==> src/rtl/otter_pkg.sv <==
// Shared types and encodings for the OTTER multicycle control unit.
package otter_pkg;

  typedef enum logic [2:0] {
    INIT  = 3'd0,
    FETCH = 3'd1,
    EXEC  = 3'd2,
    WB    = 3'd3,
    INTR  = 3'd4
  } cu_state_t;

  localparam logic [6:0] OP_LOAD   = 7'b0000011;
  localparam logic [6:0] OP_STORE  = 7'b0100011;
  localparam logic [6:0] OP_BRANCH = 7'b1100011;
  localparam logic [6:0] OP_SYS    = 7'b1110011;
  localparam logic [6:0] OP_RTYPE  = 7'b0110011;
  localparam logic [6:0] OP_ITYPE  = 7'b0010011;
  localparam logic [6:0] OP_LUI    = 7'b0110111;
  localparam logic [6:0] OP_AUIPC  = 7'b0010111;
  localparam logic [6:0] OP_JAL    = 7'b1101111;
  localparam logic [6:0] OP_JALR   = 7'b1100111;

  localparam logic [2:0] F3_MRET  = 3'b000;
  localparam logic [2:0] F3_CSRRW = 3'b001;

  // Opcodes that write a result to the register file in EXEC.
  function automatic logic writes_rf(input logic [6:0] op);
    return (op == OP_RTYPE) || (op == OP_ITYPE) || (op == OP_LUI) ||
           (op == OP_AUIPC) || (op == OP_JAL)   || (op == OP_JALR);
  endfunction

endpackage

==> src/rtl/otter_intr_sync.sv <==
// Multi-flop synchroniser for the asynchronous interrupt line with a
// rising-edge detector producing a single-cycle pulse.
module otter_intr_sync
  import otter_pkg::*;
#(
  parameter int SYNC_STAGES = 2
) (
  input  logic clk_i,
  input  logic rst_n_i,
  input  logic async_i,
  output logic pulse_o
);

  logic [SYNC_STAGES-1:0] sync_q;
  logic                   last_q;

  always_ff @(posedge clk_i or negedge rst_n_i) begin
    if (!rst_n_i) begin
      sync_q <= '0;
      last_q <= 1'b0;
    end else begin
      sync_q <= {sync_q[SYNC_STAGES-2:0], async_i};
      last_q <= sync_q[SYNC_STAGES-1];
    end
  end

  assign pulse_o = sync_q[SYNC_STAGES-1] & ~last_q;

endmodule

==> src/rtl/otter_cu_fsm.sv <==
// Multicycle control FSM for the OTTER RV32I core. Optional retired-instruction
// counter is built when OTTER_CU_INSTRET_EN is defined.
module otter_cu_fsm
  import otter_pkg::*;
#(
  parameter int SYNC_STAGES = 2
) (
  input  logic        CLK,
  input  logic        RST_N,
  input  logic [6:0]  ir6_0,
  input  logic [2:0]  ir14_12,
  input  logic        intr,
  input  logic        csr_mie,
  output logic        rst_out,
  output logic        pc_write,
  output logic        reg_write,
  output logic        mem_rden1,
  output logic        mem_rden2,
  output logic        mem_we2,
  output logic        csr_we,
  output logic        int_taken,
  output logic        mret_exec
`ifdef OTTER_CU_INSTRET_EN
  ,
  output logic [63:0] instret
`endif
);

  cu_state_t state_q, state_d;
  logic      int_pend_q, int_pend_d;
  logic      intr_pulse;
  logic      boundary;

  otter_intr_sync #(
    .SYNC_STAGES(SYNC_STAGES)
  ) u_intr_sync (
    .clk_i   (CLK),
    .rst_n_i (RST_N),
    .async_i (intr),
    .pulse_o (intr_pulse)
  );

  always_ff @(posedge CLK or negedge RST_N) begin
    if (!RST_N) begin
      state_q    <= INIT;
      int_pend_q <= 1'b0;
    end else begin
      state_q    <= state_d;
      int_pend_q <= int_pend_d;
    end
  end

  // A new interrupt edge outranks the clear issued when leaving INTR.
  always_comb begin
    int_pend_d = int_pend_q;
    if (intr_pulse) begin
      int_pend_d = 1'b1;
    end else if (state_q == INTR) begin
      int_pend_d = 1'b0;
    end
  end

  always_comb begin
    state_d   = state_q;
    boundary  = 1'b0;
    rst_out   = 1'b0;
    pc_write  = 1'b0;
    reg_write = 1'b0;
    mem_rden1 = 1'b0;
    mem_rden2 = 1'b0;
    mem_we2   = 1'b0;
    csr_we    = 1'b0;
    int_taken = 1'b0;
    mret_exec = 1'b0;

    case (state_q)
      INIT: begin
        rst_out = 1'b1;
        state_d = FETCH;
      end
      FETCH: begin
        mem_rden1 = 1'b1;
        state_d   = EXEC;
      end
      EXEC: begin
        if (ir6_0 == OP_LOAD) begin
          mem_rden2 = 1'b1;
          state_d   = WB;
        end else begin
          pc_write = 1'b1;
          boundary = 1'b1;
          if (ir6_0 == OP_STORE) begin
            mem_we2 = 1'b1;
          end else if (writes_rf(ir6_0)) begin
            reg_write = 1'b1;
          end else if (ir6_0 == OP_SYS) begin
            if (ir14_12 == F3_MRET) begin
              mret_exec = 1'b1;
            end else if (ir14_12 == F3_CSRRW) begin
              csr_we    = 1'b1;
              reg_write = 1'b1;
            end
          end
        end
      end
      WB: begin
        reg_write = 1'b1;
        pc_write  = 1'b1;
        boundary  = 1'b1;
      end
      INTR: begin
        int_taken = 1'b1;
        pc_write  = 1'b1;
        state_d   = FETCH;
      end
      default: begin
        state_d = INIT;
      end
    endcase

    // Traps are only taken between instructions.
    if (boundary) begin
      state_d = (int_pend_q && csr_mie) ? INTR : FETCH;
    end
  end

`ifdef OTTER_CU_INSTRET_EN
  logic [63:0] instret_q;

  always_ff @(posedge CLK or negedge RST_N) begin
    if (!RST_N) begin
      instret_q <= 64'd0;
    end else if (boundary) begin
      instret_q <= instret_q + 64'd1;
    end
  end

  assign instret = instret_q;
`endif

endmodule

==> config.mk <==
export PLATFORM = sky130hd
export DESIGN_NAME = otter_cu_fsm
export DESIGN_NICKNAME = d
export VERILOG_FILES = /design/src/rtl/otter_pkg.sv /design/src/rtl/otter_intr_sync.sv /design/src/rtl/otter_cu_fsm.sv
export SDC_FILE = /design/constraint.sdc
export NUM_CORES = 1
export LEC_CHECK = 0
export CAP_MARGIN = 15
export CORE_MARGIN = 3
export CORE_UTILIZATION = 25
export DETAILED_ROUTE_END_ITERATION = 7
export GPL_TIMING_DRIVEN = 0
export SLEW_MARGIN = 20
export SYNTH_ARGS = -nofsm -noshare
export SYNTH_HDL_FRONTEND = slang
export SYNTH_SLANG_ARGS = --single-unit
==> constraint.sdc <==
create_clock -name CLK -period 1.2 [get_ports CLK]
set_clock_uncertainty 0.05 [all_clocks]
set_input_delay 0.12 -clock CLK [delete_from_list [all_inputs] [get_ports CLK]]
set_output_delay 0.12 -clock CLK [all_outputs]
set_load 0.01 [all_outputs]
## Word level (Yosys, flattened, before mapping)

Cells that the tools add are included.

| cells by class | value |
|---|---|
| reductions and logical operators | 12 |
| add/subtract/negate cells | 0 |
| divide/modulo/power cells | 0 |
| shift operators | 0 |
| equality and inequality tests | 16 |
| bitwise operators | 2 |
| $mul | 0 |
| mux-type cells | 34 |
| magnitude comparators | 0 |

Operators with widths:

| operator | number |
|---|---|
| 2-to-1 mux 1 bit | 27 |
| equality test 7 x 6 -> 1 bit (second input constant) | 3 |
| equality test 7 bit (second input constant) | 3 |
| equality test 7 x 5 -> 1 bit (second input constant) | 2 |
| one-hot mux 3 bit (4 select lines) | 1 |
| 2-to-1 mux 3 bit | 3 |
| equality test 7 x 2 -> 1 bit (second input constant) | 1 |
| equality test 3 x 1 -> 1 bit (second input constant) | 2 |
| equality test 3 x 2 -> 1 bit (second input constant) | 2 |
| logical NOT 3 bit | 2 |
| one-hot mux 1 bit (2 select lines) | 3 |
| logical OR 1 bit | 5 |
| OR reduction 2 bit | 2 |
| equality test 3 bit (second input constant) | 1 |
| != test 3 bit (second input constant) | 1 |
| != test 2 bit (second input constant) | 1 |
| AND reduction 2 bit | 1 |
| nonzero test 2 bit | 1 |
| AND 1 bit | 1 |
| logical AND 1 bit | 1 |
| NOT 1 bit | 1 |

| storage, ports and cells | value |
|---|---|
| memory bits (read-only) | 0 |
| output and inout port bits | 9 |
| register bits | 7 |
| bits in latches | 0 |
| memories kept | 0 |
| bits in writable memories | 0 |

## Longest topological paths before layout

Gate-level depths: netlist of run 1.

| depth | value |
|---|---|
| depth after elaboration | 10 |
| mapped depth | 3 |

## Cells and area by module

A second synthesis of run 1 with hierarchy kept.

| unflattened totals | value |
|---|---|
| cells, all modules | 41 |
| area total of the unflattened synthesis | 432.9 um^2 |

Modules (own cells, without submodules):

| module | sequential area each (um^2) | area an instance (um^2) | instances | cells each |
|---|---|---|---|---|
| otter_cu_fsm | 100.1 | 344.1 | 1 | 37 |
| otter_intr_sync | 75.1 | 88.8 | 1 | 4 |

## Least setup slack after synthesis of run 1

Ideal clock, no wire load.

| timing | value |
|---|---|
| kind | input to output |
| start point | input port ir14_12[1] |
| end point | output port mret_exec |
| arrival | 1.132 ns |
| path buffers | 0 |
| path slack | -0.102 ns |
| cell stages on the path | 3 |
| required time | 1.030 ns |
| path through | or2_1 > or3_4 > nor4_1 |

| between the ends | value |
|---|---|
| word-level cells in the longest chain between the ends | 7 |

Ends and longest elaborated chain:

| element | RTL line | text |
|---|---|---|
| start, declared | otter_cu_fsm.sv:11 | `input logic [2:0] ir14_12,` |
| logical NOT 3 bit | otter_cu_fsm.sv:97 | `if (ir14_12 == F3_MRET) begin` |
| 2-to-1 mux 1 bit | otter_cu_fsm.sv:97 |  |
| 2-to-1 mux 1 bit | otter_cu_fsm.sv:96 | `end else if (ir6_0 == OP_SYS) begin` |
| 2-to-1 mux 1 bit | otter_cu_fsm.sv:94 | `end else if (writes_rf(ir6_0)) begin` |
| 2-to-1 mux 1 bit | otter_cu_fsm.sv:92 | `if (ir6_0 == OP_STORE) begin` |
| 2-to-1 mux 1 bit | otter_cu_fsm.sv:86 | `if (ir6_0 == OP_LOAD) begin` |
| 2-to-1 mux 1 bit | otter_cu_fsm.sv:76 | `case (state_q)` |
| end, declared | otter_cu_fsm.sv:22 | `output logic mret_exec` |

Every way passes these cells.

## Worst setup path in the final report of run 1

| timing | value |
|---|---|
| start point | input port ir14_12[2] |
| end point | output port csr_we |

| between the ends | value |
|---|---|
| word-level cells in the longest chain between the ends | 8 |
| elaborated cells on any way between the ends | 9 |
| those cells by class | eq/ne: 1; mux: 7; reduce/logical: 1 |

Ends and longest elaborated chain:

| element | RTL line | text |
|---|---|---|
| equality test 3 x 1 -> 1 bit | otter_cu_fsm.sv:99 | `end else if (ir14_12 == F3_CSRRW) begin` |
| 2-to-1 mux 1 bit | otter_cu_fsm.sv:99 |  |
| 2-to-1 mux 1 bit * | otter_cu_fsm.sv:97 |  |
| 2-to-1 mux 1 bit * | otter_cu_fsm.sv:96 |  |
| 2-to-1 mux 1 bit * | otter_cu_fsm.sv:94 |  |
| 2-to-1 mux 1 bit * | otter_cu_fsm.sv:92 |  |
| 2-to-1 mux 1 bit * | otter_cu_fsm.sv:86 |  |
| 2-to-1 mux 1 bit * | otter_cu_fsm.sv:76 |  |
| end, declared | otter_cu_fsm.sv:20 | `output logic csr_we,` |

Mark *: on every way between the ends. The rest lies on a longest branch, timed or not.

==> impl_metrics.env, run 1 <==
export IMPL_core_mm2=0.001559
export IMPL_clk_pin_slew_ns=0.05
export IMPL_final_util_pct=56.26
export IMPL_worstPathArrival_ns=1.26
export IMPL_ant_nets=0
export IMPL_io_pins=23
export IMPL_diodes=0
export IMPL_synth_warnings=0
export IMPL_cts_buffer_depth=2
export IMPL_layout_common_cells="buf_2, buf_4, buf_6, dfrtp_1, nor4_4"
export IMPL_cts_buffers=3
export IMPL_syn_area_um2=430.4
export IMPL_start_kind="primary input"
export IMPL_worstSkewPairLatency_ns=0.24
export IMPL_synth_avg_cell_area_um2=9.565
export IMPL_ir_worst_vdd_mv=1.070
export IMPL_viasPerCell=5.108
export IMPL_ctsRootBufferMaster="clkbuf_4"
export IMPL_cp_end_kind="primary output"
export IMPL_critical_path_class="in2out"
export IMPL_min_path_type="in2async"
export IMPL_first_pass_iters=4
export IMPL_dr_first_iter_drc_count=6
export IMPL_nets=101
export IMPL_grt_use_total_pct=13.82
export IMPL_r2r_end="state_q[1]"
export IMPL_maxSlewViolCount=0
export IMPL_htree_levels=1
export IMPL_drcViolationCount=0
export IMPL_outcome="complete, but fails checks"
export IMPL_ys_seq_elements=7
export IMPL_cts_tree="yes"
export IMPL_final_layout_size_suffix_gt1_share_pct=67.44
export IMPL_grt_ovfl_total=0
export IMPL_worst_pin_slew_ns=0.3023
export IMPL_rr_worst_depth=5
export IMPL_die_w_um=47.49
export IMPL_rsz0062_at_grt="yes"
export IMPL_drv_cap=0
export IMPL_cts_hold_buf=0
export IMPL_p_leak_nw=0.4166
export IMPL_required_ns=1.03
export IMPL_wire_per_inst_um=13.92
export IMPL_place_congestion=0.8063
export IMPL_setup_viol=10
export IMPL_wl_um=1420
export IMPL_r2r_start="state_q[2]"
export IMPL_synth_seq_area_share_pct=40.70
export IMPL_rrSetupSlack_ns=-0.02
export IMPL_powerDensity_mw_per_mm2=1639
export IMPL_violations="negative setup slack"
export IMPL_finalHoldViolations=0
export IMPL_syn_num_nets=59
export IMPL_start_util_pct=27.61
export IMPL_post_route_period_util_pct=119.1
export IMPL_crit_fanout=2
export IMPL_fin_hold_ws_ns=0.07755
export IMPL_layout_min_cycle_time_ns=1.430
export IMPL_hpwl_um=858.4
export IMPL_clkSinkCount=7
export IMPL_die_y_um=47.49
export IMPL_synth_distinct_cells=22
export IMPL_fp_dieArea_mm2=0.002255
export IMPL_syn_inst=45
export IMPL_relSlewSlack_pct=79.77
export IMPL_grt_max_degree=8
export IMPL_layout_setup_ws_ns=-0.2296
export IMPL_max_freq_mhz=699.5
export IMPL_grt_pass1_wl_um=2194
export IMPL_antenna_found_initial=0
export IMPL_first_global_vias=527
export IMPL_rows=14
export IMPL_port_buffers=22
export IMPL_num_vias=521
export IMPL_synthToLayoutAreaGrowth_pct=103.8
==> how the worst max path moves through the flow <==
stage | start | to | slack, ns | cells after the start
final | ir14_12[2] | csr_we | -0.23 | 5
after global routing | state_q[0] | mret_exec | -0.29 | 4
after CTS | state_q[0] | pc_write | -0.30 | 4
after detailed placement | ir6_0[6] | mem_we2 | -0.95 | 5
after global placement | ir6_0[6] | mem_we2 | -0.94 | 5
after floorplan | ir14_12[1] | mret_exec | -0.01 | 3
==> where the power goes <==
| part | internal [mW] | switching, mW | leakage [nW] | total, mW |
|---|---|---|---|---|
| sequential | 0.302 | 0.0523 | 0.0799 | 0.354 |
| combinational | 0.491 | 0.389 | 0.322 | 0.880 |
| clock | 0.126 | 0.0772 | 0.0150 | 0.204 |
| total | 0.919 | 0.519 | 0.417 | 1.44 |
==> routing by layer <==
layer,part of all wire (%),track usage (%),vias up
met5,0,0,-
met4,1.3,4.972,0
met3,5.6,3.759,2
met2,52,24.06,21
met1,41,16.13,254
li1,-,-,244
==> worst max-delay path, cell delays in order <==
cell and delay [ns]:
buf_6 0.09, or2_1 0.25, or3_4 0.37, nor4_4 0.26, buf_2 0.17
==> through the flow <==
step / cell area (µm²) / setup TNS [ns] / std cells / power (mW) / setup WS [ns]
finish: 877.1 / -1.507 / 102 / 1.438 / -0.2296
floorplan: 447.9 / -0.01476 / 45 / 0.6072 / -0.01476
global route: 877.1 / -2.043 / 102 / 1.529 / -0.2938
global placement: 688.2 / -7.050 / 83 / 0.8553 / -0.9384
CTS: 849.6 / -1.858 / 101 / 1.362 / -0.3041
detailed placement: 688.2 / -7.146 / 83 / 0.8623 / -0.9479
==> final cells by class <==
type / instances / area (µm²)
Clock buffer: 4 / 26.28
Timing Repair Buffer: 37 / 281.5
Multi-Input combinational cell: 34 / 356.6
Tap cell: 16 / 20.02
Sequential cell: 7 / 177.7
Fill cell: 138 / 681.9
Inverter: 4 / 15.01
==> flip-flops by register name (all words and copies together) (netlist names) <==
name,count
u_intr_sync.last_q,1
int_pend_q,1
u_intr_sync.sync_q,2
state_q,3
==> logic make-up after synthesis <==
| kind of cell | count (synthesis) | synth area share [%] |
|---|---|---|
| AND/OR/NAND/NOR | 28 | 45.35 |
| buffers and inverters | 4 | 3.487 |
| flip-flops | 7 | 40.70 |
| AO/OA/AOI/OAI | 6 | 10.46 |
==> synth_stat cells <==
cell      n  area share [%]
nor2_1    2             1.7
nand2b_1  3             4.4
o21ai_1   1             1.2
nor2b_1   1             1.5
nand3_1   1             1.2
or3b_1    1             2.0
or2_1     2             2.9
or3_4     2             5.2
a22o_1    1             2.0
o31a_1    1             2.0
inv_1     4             3.5
a221o_1   1             2.3
a21o_1    1             1.7
nor3b_1   1             1.7
nand2_1   4             3.5
nor3_1    5             5.8
dfrtp_1   7              41
nor4_1    2             2.9
nor4_2    2             5.8
a21oi_1   1             1.2
nand3b_4  1             4.7
nand4b_1  1             2.0
==> repair_timing <==
action / in CTS / in global routing
resized for setup: 86 / 12
pin swaps: 15 / 9
setup endpoints to repair: 12 / 11
setup buffers: 15 / 1
Power figures use the tool's default switching activity.
==> run 2: changes to the inputs <==
Settings changed: ABC_CLOCK_PERIOD_IN_PS from default to 1200, CAP_MARGIN 15 to 20, CORE_MARGIN 3 to 2.
==> run 2 against run 1 <==
Net effect:
- the flow still finishes with violations (negative setup slack)
- highest routed layer unchanged
- setup slack worse by 0.0086 ns
- register-to-register slack better by 0.04 ns
- flip-flop and latch count unchanged
==> impl_metrics.env, run 2 (same netlist as run 1, synthesis figures left out) <==
export IMPL_outcome="complete, but fails checks"
export IMPL_violations="negative setup slack"
export IMPL_layoutNonFillerInstCount=98
export IMPL_drcViolationCount=0
export IMPL_worstPathArrival_ns=1.27
export IMPL_max_freq_mhz=695.3
export IMPL_antenna_found_initial=0
export IMPL_die_y_um=45.49
export IMPL_viasPerCell=5.010
export IMPL_wl_um=1245
export IMPL_top_register="state_q"
export IMPL_maxSlewViolCount=0
export IMPL_p_clk_share_pct=16.6
export IMPL_powerDensity_mw_per_mm2=1613
export IMPL_start_util_pct=27.61
export IMPL_p_int_mw=0.8452
export IMPL_dp_cells=83
export IMPL_clk_pin_slew_ns=0.06
export IMPL_crit_fanout=2
export IMPL_io_pins=23
export IMPL_layout_commonest_cell="buf_2"
export IMPL_synthToLayoutAreaGrowth_pct=92.44
export IMPL_diodes=0
export IMPL_htree_levels=1
export IMPL_layout_common_cells="buf_2, buf_4, buf_6, dfrtp_1"
export IMPL_pre_cts_ws_ns=-0.9542
export IMPL_min_path_type="in2async"
export IMPL_setup_viol=9
export IMPL_finalHoldViolations=0
export IMPL_rows=14
export IMPL_wire_per_inst_um=12.70
export IMPL_grt_max_degree=8
export IMPL_power_mw=1.336
export IMPL_ir_worst_vdd_mv=0.8434
export IMPL_final_layout_size_suffix_gt1_share_pct=67.07
export IMPL_grt_use_total_pct=13.10
export IMPL_cp_end_kind="primary output"
export IMPL_first_pass_iters=1
export IMPL_first_global_vias=476
export IMPL_die_w_um=45.49
export IMPL_clkSinkCount=7
export IMPL_start_kind="primary input"
export IMPL_layout_min_cycle_time_ns=1.438
export IMPL_num_vias=491
export IMPL_drv_cap=0
export IMPL_worstSkewPairLatency_ns=0.26
export IMPL_required_ns=1.03
export IMPL_nets=97
export IMPL_critical_path_class="in2out"
export IMPL_grt_ovfl_total=0
export IMPL_switching_power_mw=0.4908
export IMPL_top_regs="state_q (3), u_intr_sync.sync_q (2)"
export IMPL_power_frac_seq_pct=27.6
export IMPL_p_leak_nw=0.3983
export IMPL_power_share_switching_pct=36.74
export IMPL_ant_nets=0
export IMPL_rsz0062_at_grt="yes"
export IMPL_cts_hold_buf=0
export IMPL_cts_tree="yes"
export IMPL_port_buffers=22
export IMPL_cts_buffers=3
export IMPL_ctsRootBufferMaster="clkbuf_4"
export IMPL_hpwl_um=815.1
export IMPL_cts_buffer_depth=2
export IMPL_grt_pass1_wl_um=1904
export IMPL_place_congestion=0.7354
export IMPL_post_route_period_util_pct=119.8
export IMPL_comb_power_share_pct=55.8
export IMPL_worst_pin_slew_ns=0.3062
export IMPL_layout_setup_ws_ns=-0.2382
export IMPL_largest_reg_flops=3
export IMPL_core_mm2=0.001559
export IMPL_relSlewSlack_pct=79.53
export IMPL_dr_first_iter_drc_count=0
export IMPL_fp_dieArea_mm2=0.002069
-- run 2: cell types whose count changed in the layout (fill, tap and decap cells not counted), sizes merged --
cell          before  now
buf               30   25
clkbuf             7    8
dlygate4sd2        1    0
dlymetal6s2s       0    1
-- run 2: final timing paths --
kind / slack, ns / startpoint / cells past startpoint / end
min reg2reg: 0.30 / u_intr_sync.sync_q[0] / 0 / u_intr_sync.sync_q[1]
min in group CLK: 0.26 / intr / 1 / u_intr_sync.sync_q[0]
max in group asynchronous: 0.78 / RST_N / 1 / state_q[2]
max reg2reg: 0.02 / state_q[0] / 4 / state_q[0]
max: -0.24 / ir14_12[2] / 5 / csr_we
min: 0.06 / RST_N / 1 / state_q[1]
-- run 2: routing by layer --
metal / track usage, % / up-vias / part of all wire (%)
met2: 22.25 / 21 / 49
met5: 0 / - / 0
met4: 7.059 / 0 / 1.5
li1: - / 240 / -
met3: 3.571 / 2 / 7.7
met1: 14.67 / 228 / 41
-- run 2: critical path, stage by stage --
cell	delay (ns)
buf_6	0.09
or2_4	0.24
or3_4	0.40
nor4_4	0.26
buf_2	0.16
-- run 2: stage by stage --
step	utilization (%)	hold WS (ns)	TNS, ns	area (µm²)
final	53.13	0.05892	-1.446	828.3
after global routing	53.13	0.07457	-2.062	828.3
after CTS	51.28	0.06769	-2.171	799.5
after detailed placement	44.14	0.2903	-7.004	688.2
after global placement	44.14	0.2843	-7.046	688.2
after floorplan	-	-0.2256	-0.01476	447.9
-- run 2: what timing repair did --
action,in CTS,in global routing
buffers inserted,12,0
resized for setup,73,20
pin swaps,14,11
endpoints found under the setup margin,12,12
-- run 2: power groups by stage --
| stage | clock network, mW | logic, mW | registers, mW |
|---|---|---|---|
| 3_5_place_dp | 0 | 0.486 | 0.373 |
| 5_1_grt | 0.240 | 0.809 | 0.378 |
| 4_1_cts | 0.227 | 0.708 | 0.354 |
| 3_3_place_gp | 0 | 0.487 | 0.368 |
| 6_report | 0.222 | 0.746 | 0.368 |
| 2_1_floorplan | 0 | 0.253 | 0.354 |
-- run 2: cell type report --
| class | count | area (µm²) |
|---|---|---|
| multi-input cells | 34 | 352.8 |
| inverters | 4 | 15.01 |
| clock buffers | 4 | 26.28 |
| flip-flops and latches | 7 | 177.7 |
| repair buffers | 33 | 236.5 |
| well taps | 16 | 20.02 |
| fillers | 154 | 730.7 |
==> run 3: changes to the inputs <==
Settings changed: ABC_CLOCK_PERIOD_IN_PS 1200 to 1500, TNS_END_PERCENT from default to 20.
Clock period 1.2 ns to 1.5 ns, I/O delays scaled along.
==> run 3 against run 2 <==
Net effect:
- the run still ends with negative setup slack left
- critical path depth unchanged
- count of clock-buffer cells in the layout did not move
- highest routed layer is now met3
- first-iteration DRC count up 6
- final cell count is 4.1% lower
- critical endpoint unchanged
- sequential share of layout area up 1.4 points
- setup slack improved by 0.20 ns
==> impl_metrics.env, run 3 (same netlist as run 1, synthesis figures left out) <==
export IMPL_outcome="complete, but fails checks"
export IMPL_violations="negative setup slack"
export IMPL_wire_per_inst_um=12.64
export IMPL_drcViolationCount=0
export IMPL_first_global_vias=449
export IMPL_rrSetupSlack_ns=0.29
export IMPL_nets=93
export IMPL_cts_buffers=3
export IMPL_rsz0062_at_grt="yes"
export IMPL_grt_max_degree=8
export IMPL_layout_commonest_cell="buf_4"
export IMPL_layout_setup_ws_ns=-0.03359
export IMPL_htree_levels=1
export IMPL_dp_cells=83
export IMPL_die_w_um=45.49
export IMPL_hpwl_um=851.8
export IMPL_diodes=0
export IMPL_io_pins=23
export IMPL_layout_min_cycle_time_ns=1.534
export IMPL_layoutNonFillerInstCount=94
export IMPL_critical_path_class="in2out"
export IMPL_ir_worst_vdd_mv=0.5572
export IMPL_start_util_pct=27.61
export IMPL_cts_hold_buf=0
export IMPL_core_mm2=0.001559
export IMPL_grt_use_total_pct=12.59
export IMPL_maxSlewViolCount=0
export IMPL_layout_common_cells="buf_4, clkbuf_2, buf_2, dfrtp_1"
export IMPL_largest_reg_flops=3
export IMPL_ctsRootBufferMaster="clkbuf_4"
export IMPL_first_pass_iters=4
export IMPL_worstSkewPairLatency_ns=0.24
export IMPL_top_register="state_q"
export IMPL_required_ns=1.30
export IMPL_fp_dieArea_mm2=0.002069
export IMPL_wl_um=1188
export IMPL_ant_nets=0
export IMPL_top_regs="state_q (3), u_intr_sync.sync_q (2)"
export IMPL_power_mw=0.8898
export IMPL_worstPathArrival_ns=1.33
export IMPL_worst_pin_slew_ns=0.2902
export IMPL_rows=14
export IMPL_crit_fanout=2
export IMPL_die_y_um=45.49
export IMPL_grt_ovfl_total=0
export IMPL_crit_end="csr_we"
export IMPL_num_vias=471
export IMPL_cts_tree="yes"
export IMPL_clk_pin_slew_ns=0.05
export IMPL_dr_first_iter_drc_count=6
export IMPL_synthToLayoutAreaGrowth_pct=79.36
export IMPL_cts_buffer_depth=2
export IMPL_r2r_end="state_q[0]"
export IMPL_viasPerCell=5.011
export IMPL_startpoint="ir14_12[2]"
export IMPL_clkSinkCount=7
export IMPL_rr_worst_depth=4
export IMPL_p_leak_nw=0.3739
export IMPL_min_path_type="in2async"
export IMPL_post_route_period_util_pct=102.2
export IMPL_r2r_start="state_q[0]"
export IMPL_relSlewSlack_pct=80.59
export IMPL_grt_pass1_wl_um=1876
export IMPL_start_kind="primary input"
export IMPL_antenna_found_initial=0
export IMPL_place_congestion=0.7336
export IMPL_final_layout_size_suffix_gt1_share_pct=50.00
export IMPL_max_freq_mhz=652.1
export IMPL_setup_viol=2
export IMPL_powerDensity_mw_per_mm2=1153
export IMPL_cp_end_kind="primary output"
export IMPL_final_util_pct=49.52
export IMPL_finalHoldViolations=0
export IMPL_port_buffers=22
export IMPL_drv_cap=0
[run 3: cell types whose count changed in the layout (fill, tap and decap cells not counted), sizes merged]
cell / delta
buf: -12
clkdlybuf4s15: +3
clkbuf: +2
dlygate4sd2: +3
[run 3: timing repair]
action / 4_1_cts / 5_1_grt
pin swaps: 5 / 10
setup endpoints to repair: 9 / 8
setup buffers: 4 / 3
resized for setup: 44 / 24
hold endpoints to repair: 0 / 0
[run 3: worst max-delay path, stage by stage]
cell	delay [ns]
clkbuf_2	0.08
or2_4	0.25
or3_4	0.41
nor4_4	0.27
buf_2	0.17
[run 3: area by class of cell]
cell class              instances  area [µm²]
well taps                      16       20.02
fillers                       157       787.0
repair buffers                 29       212.7
flip-flops and latches          7       176.4
clock buffers                   4       26.28
multi-input cells              34       321.6
inverters                       4       15.01
[run 3: layer usage]
layer / global-route usage, % / part of all wire, %
met3: 1.984 / 9.9
met5: 0 / 0
met2: 22.54 / 53
met4: 7.059 / 0
met1: 13.87 / 37
[run 3: per-stage QoR]
stage | TNS, ns | worst slack, ns | hold slack [ns] | cell area [µm²]
floorplan | 0 | 0.1382 | -0.1956 | 430.4
global placement | -4.151 | -0.7237 | 0.2883 | 670.6
detailed placement | -4.305 | -0.7481 | 0.2920 | 670.6
CTS | -0.6728 | -0.2315 | 0.1062 | 737.0
global route | -0.4680 | -0.1111 | 0.1189 | 772.0
finish | -0.06482 | -0.03359 | 0.1033 | 772.0
[run 3: worst min path at each step]
stage | endpoint | cells past startpoint | slack [ns]
6_report | state_q[2] | 1 | 0.10
5_1_grt | state_q[2] | 1 | 0.12
4_1_cts | u_intr_sync.sync_q[0] | 1 | 0.11
3_5_place_dp | u_intr_sync.sync_q[1] | 0 | 0.29
3_3_place_gp | u_intr_sync.sync_q[1] | 0 | 0.29
2_1_floorplan | int_pend_q | 0 | -0.20
[run 3: report_power, final]
part,internal (mW),total (mW),switching [mW]
clock network,0.101,0.163,0.0620
logic,0.224,0.436,0.212
registers,0.240,0.291,0.0506
